**src/rtl/lin_sys_ctrl_pkg.sv**
```systemverilog
// Shared types and constants for the linear-system solver controller.
package lin_sys_ctrl_pkg;

    localparam int DW_DEF   = 16;
    localparam int FRAC_DEF = 4;

    function automatic int fp_one(input int frac);
        return 1 << frac;
    endfunction

    localparam int FP_ONE = fp_one(FRAC_DEF);

    typedef enum logic [1:0] {
        ST_IDLE,
        ST_RUN,
        ST_DONE,
        ST_ERR
    } state_t;

    localparam logic [2:0] ERR_NONE    = 3'd0;
    localparam logic [2:0] ERR_OVF     = 3'd1;
    localparam logic [2:0] ERR_DBZ     = 3'd2;
    localparam logic [2:0] ERR_FSM     = 3'd3;
    localparam logic [2:0] ERR_TIMEOUT = 3'd4;

    // Overflow outranks divide-by-zero, which outranks an internal solver fault.
    function automatic logic [2:0] solver_err_code(input logic ovf, input logic dbz,
                                                   input logic fsm);
        if (ovf) return ERR_OVF;
        if (dbz) return ERR_DBZ;
        if (fsm) return ERR_FSM;
        return ERR_NONE;
    endfunction

endpackage

```
**src/rtl/lin_sys_ctrl_if.sv**
```systemverilog
// Coefficient write bus plus solver launch/status handshake.
interface lin_sys_ctrl_if #(
    parameter int DW = 16,
    parameter int N  = 3
);
    logic              wr_valid;
    logic              wr_ready;
    logic [4:0]        wr_addr;
    logic [DW-1:0]     wr_data;
    logic              start;
    logic              solver_en;
    logic [N*N*DW-1:0] a_flat;
    logic [N*DW-1:0]   c_flat;
    logic [N*DW-1:0]   x_flat;
    logic              solver_done;
    logic              err_ovf;
    logic              err_dbz;
    logic              err_fsm;

    modport master (
        output wr_valid, wr_addr, wr_data, start,
        output x_flat, solver_done, err_ovf, err_dbz, err_fsm,
        input  wr_ready, solver_en, a_flat, c_flat
    );

    modport slave (
        input  wr_valid, wr_addr, wr_data, start,
        input  x_flat, solver_done, err_ovf, err_dbz, err_fsm,
        output wr_ready, solver_en, a_flat, c_flat
    );
endinterface

```
**src/rtl/lin_sys_ctrl_readout_mux.sv**
```systemverilog
// Read-out word select (bank/result words or auto-scrolled results) with registered output.
module lin_sys_readout_mux #(
    parameter int            DW         = 16,
    parameter int            N          = 3,
    parameter int            SCROLL_DIV = 50_000_000,
    parameter logic [DW-1:0] SENTINEL   = 16'h0FF0
) (
    input  logic              clk,
    input  logic              rst,
    input  logic [N*N*DW-1:0] a_flat,
    input  logic [N*DW-1:0]   c_flat,
    input  logic [N*DW-1:0]   x_flat,
    input  logic [4:0]        rd_sel,
    input  logic              scroll_en,
    output logic [DW-1:0]     rd_data
);
    localparam int             SW       = (SCROLL_DIV > 1) ? $clog2(SCROLL_DIV) : 1;
    localparam int             IW       = $clog2(N);
    localparam logic [SW-1:0]  DIV_LOAD = SW'(SCROLL_DIV - 1);

    logic [SW-1:0] div_q;
    logic [IW-1:0] idx_q;
    logic [DW-1:0] word;

    always_comb begin
        word = SENTINEL;
        if (scroll_en) begin
            for (int i = 0; i < N; i++)
                if (idx_q == IW'(i)) word = x_flat[i*DW +: DW];
        end else begin
            for (int i = 0; i < N; i++)
                if (rd_sel == 5'(i)) word = x_flat[i*DW +: DW];
            for (int i = 0; i < N*N; i++)
                if (rd_sel == 5'(N + i)) word = a_flat[i*DW +: DW];
            for (int i = 0; i < N; i++)
                if (rd_sel == 5'(N + N*N + i)) word = c_flat[i*DW +: DW];
        end
    end

    // Holding the divider/index in reset while scroll is off makes every enable start at X[0].
    always_ff @(posedge clk) begin
        if (rst) begin
            rd_data <= '0;
            idx_q   <= '0;
            div_q   <= DIV_LOAD;
        end else begin
            rd_data <= word;
            if (!scroll_en) begin
                idx_q <= '0;
                div_q <= DIV_LOAD;
            end else if (div_q == '0) begin
                div_q <= DIV_LOAD;
                idx_q <= (idx_q == IW'(N - 1)) ? '0 : idx_q + 1'b1;
            end else begin
                div_q <= div_q - 1'b1;
            end
        end
    end
endmodule

```
**src/rtl/lin_sys_ctrl.sv**
```systemverilog
// Solver controller: coefficient bank, launch/watchdog FSM, result latch and read-out.
// state   | meaning
// IDLE    | after reset, bank writable, waiting for start
// RUN     | solver enabled, watchdog counting, bank locked
// DONE    | solver finished cleanly, results latched
// ERR     | solver error or watchdog expiry, err_code holds cause
module lin_sys_ctrl
    import lin_sys_ctrl_pkg::*;
#(
    parameter int            DW         = DW_DEF,
    parameter int            FRAC       = FRAC_DEF,
    parameter int            N          = 3,
    parameter int            TIMEOUT    = 4096,
    parameter int            SCROLL_DIV = 50_000_000,
    parameter logic [DW-1:0] SENTINEL   = 16'h0FF0
) (
    input  logic          clk,
    input  logic          rst,
    lin_sys_ctrl_if.slave bus,
    output logic          busy,
    output logic          done,
    output logic [2:0]    err_code,
    output logic          addr_err,
    input  logic [4:0]    rd_sel,
    input  logic          scroll_en,
    output logic [DW-1:0] rd_data
);
    localparam int            NA      = N * N;
    localparam int            NB      = NA + N;
    localparam int            TW      = $clog2(TIMEOUT);
    localparam logic [TW-1:0] WD_LOAD = TW'(TIMEOUT - 1);

    function automatic logic [NA*DW-1:0] identity();
        logic [NA*DW-1:0] v;
        v = '0;
        for (int r = 0; r < N; r++)
            v[(r*N + r)*DW +: DW] = DW'(fp_one(FRAC));
        return v;
    endfunction

    state_t           state_q, state_nxt;
    logic [2:0]       err_q, err_nxt;
    logic [TW-1:0]    wd_q;
    logic             ld_wd, ld_res, wr_fire, addr_err_q;
    logic [NA*DW-1:0] a_q;
    logic [N*DW-1:0]  c_q, x_q;

    assign wr_fire = bus.wr_valid && bus.wr_ready;

    // Watchdog is a down-counter; a completion on its terminal cycle still wins.
    always_comb begin
        state_nxt = state_q;
        err_nxt   = err_q;
        ld_wd     = 1'b0;
        ld_res    = 1'b0;
        unique case (state_q)
            ST_RUN: begin
                if (bus.solver_done) begin
                    err_nxt   = solver_err_code(bus.err_ovf, bus.err_dbz, bus.err_fsm);
                    ld_res    = (err_nxt == ERR_NONE);
                    state_nxt = ld_res ? ST_DONE : ST_ERR;
                end else if (wd_q == '0) begin
                    err_nxt   = ERR_TIMEOUT;
                    state_nxt = ST_ERR;
                end
            end
            default: begin
                if (bus.start) begin
                    state_nxt = ST_RUN;
                    err_nxt   = ERR_NONE;
                    ld_wd     = 1'b1;
                end
            end
        endcase
    end

    always_ff @(posedge clk) begin
        if (rst) begin
            state_q    <= ST_IDLE;
            err_q      <= ERR_NONE;
            wd_q       <= WD_LOAD;
            addr_err_q <= 1'b0;
            a_q        <= identity();
            c_q        <= '0;
            x_q        <= '0;
        end else begin
            state_q <= state_nxt;
            err_q   <= err_nxt;
            if (ld_wd)
                wd_q <= WD_LOAD;
            else if (state_q == ST_RUN)
                wd_q <= wd_q - 1'b1;
            if (ld_res)
                x_q <= bus.x_flat;
            if (wr_fire) begin
                for (int i = 0; i < NA; i++)
                    if (bus.wr_addr == 5'(i)) a_q[i*DW +: DW] <= bus.wr_data;
                for (int i = 0; i < N; i++)
                    if (bus.wr_addr == 5'(NA + i)) c_q[i*DW +: DW] <= bus.wr_data;
                if (bus.wr_addr >= 5'(NB))
                    addr_err_q <= 1'b1;
            end
        end
    end

    assign busy          = (state_q == ST_RUN);
    assign done          = (state_q == ST_DONE);
    assign bus.solver_en = busy;
    assign bus.wr_ready  = !busy;
    assign bus.a_flat    = a_q;
    assign bus.c_flat    = c_q;
    assign err_code      = err_q;
    assign addr_err      = addr_err_q;

    lin_sys_readout_mux #(
        .DW         (DW),
        .N          (N),
        .SCROLL_DIV (SCROLL_DIV),
        .SENTINEL   (SENTINEL)
    ) u_readout (
        .clk       (clk),
        .rst       (rst),
        .a_flat    (a_q),
        .c_flat    (c_q),
        .x_flat    (x_q),
        .rd_sel    (rd_sel),
        .scroll_en (scroll_en),
        .rd_data   (rd_data)
    );
endmodule

```
**src/flat_wrapper.sv**
```systemverilog
// flat-port wrapper written by rule: the top's interface ports become plain ports
module lin_sys_ctrl_flat import lin_sys_ctrl_pkg::*;
#(
    parameter int            DW         = DW_DEF,
    parameter int            FRAC       = FRAC_DEF,
    parameter int            N          = 3,
    parameter int            TIMEOUT    = 4096,
    parameter int            SCROLL_DIV = 50_000_000,
    parameter logic [DW-1:0] SENTINEL   = 16'h0FF0
)
  (clk, rst, busy, done, err_code, addr_err, rd_sel, scroll_en, rd_data, bus_wr_valid, bus_wr_addr, bus_wr_data, bus_start, bus_x_flat, bus_solver_done, bus_err_ovf, bus_err_dbz, bus_err_fsm, bus_wr_ready, bus_solver_en, bus_a_flat, bus_c_flat);
  lin_sys_ctrl_if #(.DW(DW), .N(N)) bus_i ();
  input  logic clk;
  input  logic rst;
  output logic busy;
  output logic done;
  output logic [2:0] err_code;
  output logic addr_err;
  input  logic [4:0] rd_sel;
  input  logic scroll_en;
  output logic [DW-1:0] rd_data;
  input wire logic [$bits(bus_i.wr_valid)-1:0] bus_wr_valid;
  input wire logic [$bits(bus_i.wr_addr)-1:0] bus_wr_addr;
  input wire logic [$bits(bus_i.wr_data)-1:0] bus_wr_data;
  input wire logic [$bits(bus_i.start)-1:0] bus_start;
  input wire logic [$bits(bus_i.x_flat)-1:0] bus_x_flat;
  input wire logic [$bits(bus_i.solver_done)-1:0] bus_solver_done;
  input wire logic [$bits(bus_i.err_ovf)-1:0] bus_err_ovf;
  input wire logic [$bits(bus_i.err_dbz)-1:0] bus_err_dbz;
  input wire logic [$bits(bus_i.err_fsm)-1:0] bus_err_fsm;
  output wire logic [$bits(bus_i.wr_ready)-1:0] bus_wr_ready;
  output wire logic [$bits(bus_i.solver_en)-1:0] bus_solver_en;
  output wire logic [$bits(bus_i.a_flat)-1:0] bus_a_flat;
  output wire logic [$bits(bus_i.c_flat)-1:0] bus_c_flat;
  assign bus_i.wr_valid = bus_wr_valid;
  assign bus_i.wr_addr = bus_wr_addr;
  assign bus_i.wr_data = bus_wr_data;
  assign bus_i.start = bus_start;
  assign bus_i.x_flat = bus_x_flat;
  assign bus_i.solver_done = bus_solver_done;
  assign bus_i.err_ovf = bus_err_ovf;
  assign bus_i.err_dbz = bus_err_dbz;
  assign bus_i.err_fsm = bus_err_fsm;
  assign bus_wr_ready = bus_i.wr_ready;
  assign bus_solver_en = bus_i.solver_en;
  assign bus_a_flat = bus_i.a_flat;
  assign bus_c_flat = bus_i.c_flat;
  lin_sys_ctrl #(.DW(DW), .FRAC(FRAC), .N(N), .TIMEOUT(TIMEOUT), .SCROLL_DIV(SCROLL_DIV), .SENTINEL(SENTINEL)) u_core (.clk(clk), .rst(rst), .bus(bus_i), .busy(busy), .done(done), .err_code(err_code), .addr_err(addr_err), .rd_sel(rd_sel), .scroll_en(scroll_en), .rd_data(rd_data));
endmodule
```
**config.mk**
```make
export PLATFORM = sky130hd
export DESIGN_NAME = lin_sys_ctrl_flat
export DESIGN_NICKNAME = d
export VERILOG_FILES = /design/src/rtl/lin_sys_ctrl_pkg.sv /design/src/rtl/lin_sys_ctrl_if.sv /design/src/rtl/lin_sys_ctrl_readout_mux.sv /design/src/rtl/lin_sys_ctrl.sv /design/src/flat_wrapper.sv
export SDC_FILE = /design/constraint.sdc
export NUM_CORES = 1
export LEC_CHECK = 0
export CORE_ASPECT_RATIO = 0.75
export CORE_MARGIN = 4
export CORE_UTILIZATION = 45
export DETAILED_ROUTE_END_ITERATION = 10
export PLACE_DENSITY = 0.78
export SYNTH_ARGS = -nofsm -noshare
export SYNTH_HDL_FRONTEND = slang
export SYNTH_SLANG_ARGS = --single-unit
```
**constraint.sdc**
```tcl
create_clock -name clk -period 5.17 [get_ports clk]
set_clock_uncertainty 0.15 [all_clocks]
set_input_delay 1.2925 -clock clk [delete_from_list [all_inputs] [get_ports clk]]
set_output_delay 1.2925 -clock clk [all_outputs]
set_load 0.005 [all_outputs]
```
== Word level (Yosys, flattened, before mapping) ==
Cells that the tools add are included.
Storage, ports and cells
  flip-flop bits (word level): 302
  latch bits: 0
  RAM bits: 0
  ROM bits: 0
  bits of input ports: 83
  output and inout port bits: 216
  memories: 0
Cells by class
  $add $sub $neg: 3
  multipliers: 0
  div/mod/pow operators: 0
  $lt $le $gt $ge: 1
  equal/unequal tests: 30
  shift-type cells: 0
  muxes and demuxes: 53
  bitwise gates (word level): 1
  reductions and logical operators: 26
Operators by type and width (number)
  2-to-1 mux 16 bit: 19
  == test 5 x 4 -> 1 bit (second input constant): 11
  == test 5 x 3 -> 1 bit (second input constant): 8
  2-to-1 mux 3 bit: 12
  AND reduction 2 bit: 14
  zero test 26 bit: 1
  subtractor 26 x 1 -> 26 bit (second input constant): 1
  == test 5 x 2 -> 1 bit (second input constant): 4
  2-to-1 mux 1 bit: 17
  zero test 12 bit: 1
  subtractor 12 x 1 -> 12 bit (second input constant): 1
  == test 5 x 1 -> 1 bit (second input constant): 2
  zero test 5 bit: 2
  2-to-1 mux 2 bit: 5
  >= comparator 5 x 4 -> 1 bit (second input constant): 1
  == test 2 x 1 -> 1 bit (second input constant): 2
  == test 2 bit (second input constant): 2
  OR reduction 2 bit: 2
  zero test 3 bit: 1
  != test 3 bit (second input constant): 1
  OR reduction 3 bit: 1
  adder 2 x 1 -> 2 bit (second input constant): 1
  zero test 2 bit: 1
  nonzero test 2 bit: 1
  other kinds (3): 3

== Longest topological paths before layout ==
  depth in word-level cells: 19
  mapped depth: 10

== Modules after synthesis ==
A second synthesis with hierarchy kept.
Second synthesis, totals
  cell total of the unflattened synthesis: 1644
  area, all modules: 14626.5 um2
By module, submodules not included
  lin_sys_ctrl: times used 1, cells each 1013, area an instance 9893.2 um2, sequential area each 5165.0 um2
  lin_sys_readout_mux: times used 1, cells each 631, area an instance 4733.3 um2, sequential area each 880.8 um2

== Worst setup path before layout ==
OpenSTA, ideal clock, no wires.
  path type: in2reg
  start point: in rd_sel[3]
  end point: reg u_core.u_readout.rd_data[4]
  arrival time: 3.001 ns
  required time: 4.939 ns
  setup slack: 1.938 ns
  stages on the path: 9
  buffers on the path: 3
  path through: buf_2 > or3b_2 > clkbuf_1 > nor2_2 > buf_2 > a21oi_1 > a221oi_1 > inv_1 > a41oi_1
On the way
  word-level cells in the longest chain between the ends: 17
  elaborated cells on any way between the ends: 31
  classes of those cells: eq/ne: 14; mux: 16; reduce/logical: 1
Ends and longest elaborated chain
  start: declaration: RTL line flat_wrapper.sv:19  | input logic [4:0] rd_sel;
  zero test 5 bit: RTL line lin_sys_ctrl_readout_mux.sv:32  | if (rd_sel == 5'(i)) word = x_flat[i*DW +: DW];
  2-to-1 mux 16 bit (3 in a row): RTL line lin_sys_ctrl_readout_mux.sv:32
  2-to-1 mux 16 bit (9 in a row): RTL line lin_sys_ctrl_readout_mux.sv:34  | if (rd_sel == 5'(N + i)) word = a_flat[i*DW +: DW];
  2-to-1 mux 16 bit (2 in a row): RTL line lin_sys_ctrl_readout_mux.sv:36  | if (rd_sel == 5'(N + N*N + i)) word = c_flat[i*DW +: DW];
  2-to-1 mux 16 bit (*): RTL line lin_sys_ctrl_readout_mux.sv:36
  2-to-1 mux 16 bit (*): RTL line lin_sys_ctrl_readout_mux.sv:27  | if (scroll_en) begin
  end signal: assignment: RTL line lin_sys_ctrl_readout_mux.sv:47  | rd_data <= word;
  end: declaration: RTL line lin_sys_ctrl_readout_mux.sv:15  | output logic [DW-1:0] rd_data
Mark *: on every way between the ends. The rest lies on a longest branch, timed or not.
A chain may end at the register's enable or synchronous reset.

== Final worst setup path ==
  start point: in rd_sel[2]
  end point: reg u_core.u_readout.rd_data[7]
The elaborated chain is that of the path after synthesis.

==> results.toml <==
[outcome]
outcome = "complete, no violations"

[route]
firstDrtPassIters = 7
wire_per_inst_um = 26.01
via_per_inst = 6.162
via_count = 14250
drt_iter0_drc = 1892
routed_wl_mm = 60.17
ant_nets = 0
drc = 0

[floorplan]
die_w_um = 209.4
initial_utilization = 0.4553
num_io_pins = 299
die_y_um = 159.1
die-area_um2 = 33310
core-area_um2 = 30070
rows = 55

[clocking]
hold_buffers = 0
cts-htree-levels = 1
cts-root-buf = "clkbuf_16"
cts.sinks = 302
cts_tree = "yes"
numCtsBuffers = 30
clockBufferDepth = 3
cts_setup_buffers = 0
clk_pin_slew_ns = 0.06
postCtsResizedCells = 0
clock_latency_ns = 0.58

[sta]
tightest_slew_ns = 1.097
tns_ns = 0
max_slew_margin = 0.2667
rsz0062_at_grt = "false"
hold_viol_final = 0
setup_ws_ns = 1.266
final-setup-viol-count = 0
drv_slew = 0
period_minus_slack_ns = 3.904
finalCritPeriodShare = 0.7552
fmax_mhz = 256.1

[worst_setup_path]
crit_chain = "clkdlybuf4s50_1 -> buf_4 -> nor3_1 -> a221oi_1 -> o221ai_1 -> or4_1 -> a221oi_1"
worstSetupPathType = "in -> reg"
reg2reg_depth = 6
endpoint = "u_core.u_readout.rd_data[7]$_SDFF_PP0_"
crit_fanout = 15
worst_ep_required_time_ns = 5.44
slowest_delay_ns = 0.81
cp.arrival_ns = 4.18
r2r_slack_ns = 2.32
crit_top_cell = "a221oi_1"
worstReg2RegEnd = "u_core.bus.a_flat[108]$_SDFFE_PP0P_"
cp-startpoint = "rd_sel[2]"
r2r_start = "u_core.state_q[1]$_SDFFE_PP0P_"
end_kind = "flop"
start_kind = "primary input"
slowest_stage = "clkdlybuf4s50_1"

[synthesis]
syn_area_um2 = 13690
syn_inst = 1650
synthArstFlopShare = 0
synth_edf_count = 0
ys_ff_latch = 302
syn_avg_cell_area_um2 = 8.299
synth_nets = 1735
synth_cell_types = 77
yosys_warnings = 0
synthFlopType = "dfxtp_1"
ys_seq_area_frac = 0.4415

[final_layout]
final_common_cell = "dfxtp_1"
multiInputGateArea_um2 = 7087
layout.nets = 1976
final_area_um2 = 18020
seq_area_um2 = 6046
final_cell_mix = "dfxtp_1, clkdlybuf4s50_1, nand2_1"
drive_gt1_frac = 0.07322
area_delta_synth_final_pct = 31.57
nFillCells = 2639

[grt]
grt_use_total = 0.3394
grt_pass1_wl_mm = 87.53
antenna_found_initial = 2
grt_overflow = 0
grt_max_degree = 152
grt_pass1_vias = 13380

[place]
place_ws_ns = 0.7100
post_dp_cell_area_um2 = 17000
hpwl_mm = 44.81
portBuffers = 298
routabilityCongestion = 1.101

[pwr]
cellPowerDensity_nw_per_um2 = 282.6
peakVddDrop_uv = 210.8
cellLeakagePower_uw = 0.006515
power_uw = 5090

[worst_hold_path]
hp-class = "reg -> reg"
hold_path_depth = 1

[job]
maxCapViolations = 0
==> how the worst min path moves through the flow <==
stage                     slack, ns                                 start                                   end
after detailed placement       0.23  u_core.u_readout.div_q[0]$_SDFF_PP1_  u_core.u_readout.div_q[0]$_SDFF_PP1_
final                          0.25  u_core.u_readout.div_q[0]$_SDFF_PP1_  u_core.u_readout.div_q[0]$_SDFF_PP1_
after CTS                      0.25  u_core.u_readout.div_q[0]$_SDFF_PP1_  u_core.u_readout.div_q[0]$_SDFF_PP1_
after global placement         0.23  u_core.u_readout.div_q[0]$_SDFF_PP1_  u_core.u_readout.div_q[0]$_SDFF_PP1_
after floorplan                0.22  u_core.u_readout.div_q[0]$_SDFF_PP1_  u_core.u_readout.div_q[0]$_SDFF_PP1_
after global routing           0.27  u_core.u_readout.div_q[0]$_SDFF_PP1_  u_core.u_readout.div_q[0]$_SDFF_PP1_
==> stage by stage <==
stage          std cells  hold WS (ns)  utilization
2_1_floorplan       1650        0.2163            -
3_3_place_gp        2258        0.2260       0.5654
3_5_place_dp        2258        0.2331       0.5654
4_1_cts             2311        0.2485       0.5989
5_1_grt             2311        0.2659       0.5989
6_report            2313        0.2464       0.5991
==> routing by layer <==
layer	track usage	share of wire	wire length [um]
met5	0	0.00020	12
met4	0.08894	0.031	1861
met3	0.09060	0.14	8436
met2	0.4840	0.41	24390
met1	0.5073	0.42	25470
==> critical path, delay by kind of cell <==
family,cells,cell delay [ns]
AO/OA/AOI/OAI,3,1.11
buffers and inverters,2,1.10
AND/OR/NAND/NOR,2,0.65
==> power by group <==
group	internal, uW	switching, uW	leakage (uW)
registers	2350	30.2	0.00244
logic	175	284	0.00359
clock network	1290	965	0.000490
total	3810	1280	0.00652
==> sequential cells by signal, indices dropped and copies added, names as in the netlist <==
signal,count
u_core.bus.a_flat,144
u_core.u_readout.div_q,26
u_core.u_readout.idx_q,2
u_core.wd_q,12
u_core.err_code,3
u_core.addr_err,1
u_core.x_q,48
u_core.bus.c_flat,48
u_core.state_q,2
u_core.u_readout.rd_data,16
==> cells in the mapped netlist, types with 9 or more instances <==
| library cell | count | area (um2) |
|---|---|---|
| o22ai_1 | 28 | 175.2 |
| a211oi_1 | 9 | 67.56 |
| nand2_2 | 14 | 87.58 |
| and3_1 | 10 | 62.56 |
| a21oi_1 | 169 | 845.8 |
| a211o_1 | 9 | 78.83 |
| nor2_1 | 178 | 668.1 |
| a22oi_1 | 11 | 82.58 |
| nor4_1 | 10 | 62.56 |
| nand2_1 | 257 | 964.7 |
| nand3_1 | 100 | 500.5 |
| nor3_1 | 21 | 105.1 |
| nand2b_1 | 12 | 75.07 |
| buf_2 | 19 | 95.09 |
| a221oi_1 | 14 | 122.6 |
| inv_1 | 12 | 45.04 |
| mux2i_1 | 137 | 1371 |
| nor2b_1 | 16 | 100.1 |
| clkbuf_1 | 101 | 379.1 |
| a31oi_1 | 10 | 62.56 |
| o221ai_1 | 16 | 140.1 |
| dfxtp_1 | 302 | 6046 |
| xnor2_1 | 24 | 210.2 |
| o21ai_0 | 30 | 150.1 |
==> layout make-up <==
class | count | area share
diodes | 2 | 0.0002778
clock buffers | 45 | 0.05153
clock inverters | 8 | 0.004445
inverters | 15 | 0.003125
multi-input cells | 1201 | 0.3934
flip-flops and latches | 302 | 0.3356
well taps | 399 | 0.02771
repair buffers | 341 | 0.1840
==> cells by family after synthesis <==
family / after synthesis / share of synthesized area
AND/OR/NAND/NOR: 669 / 0.2238
flip-flops: 302 / 0.4415
XOR/XNOR: 32 / 0.02047
buffers and inverters: 147 / 0.04432
multiplexers: 140 / 0.1034
adder cells (fa/ha/maj): 2 / 0.001827
AO/OA/AOI/OAI: 358 / 0.1647
Power figures use the tool's default switching activity.
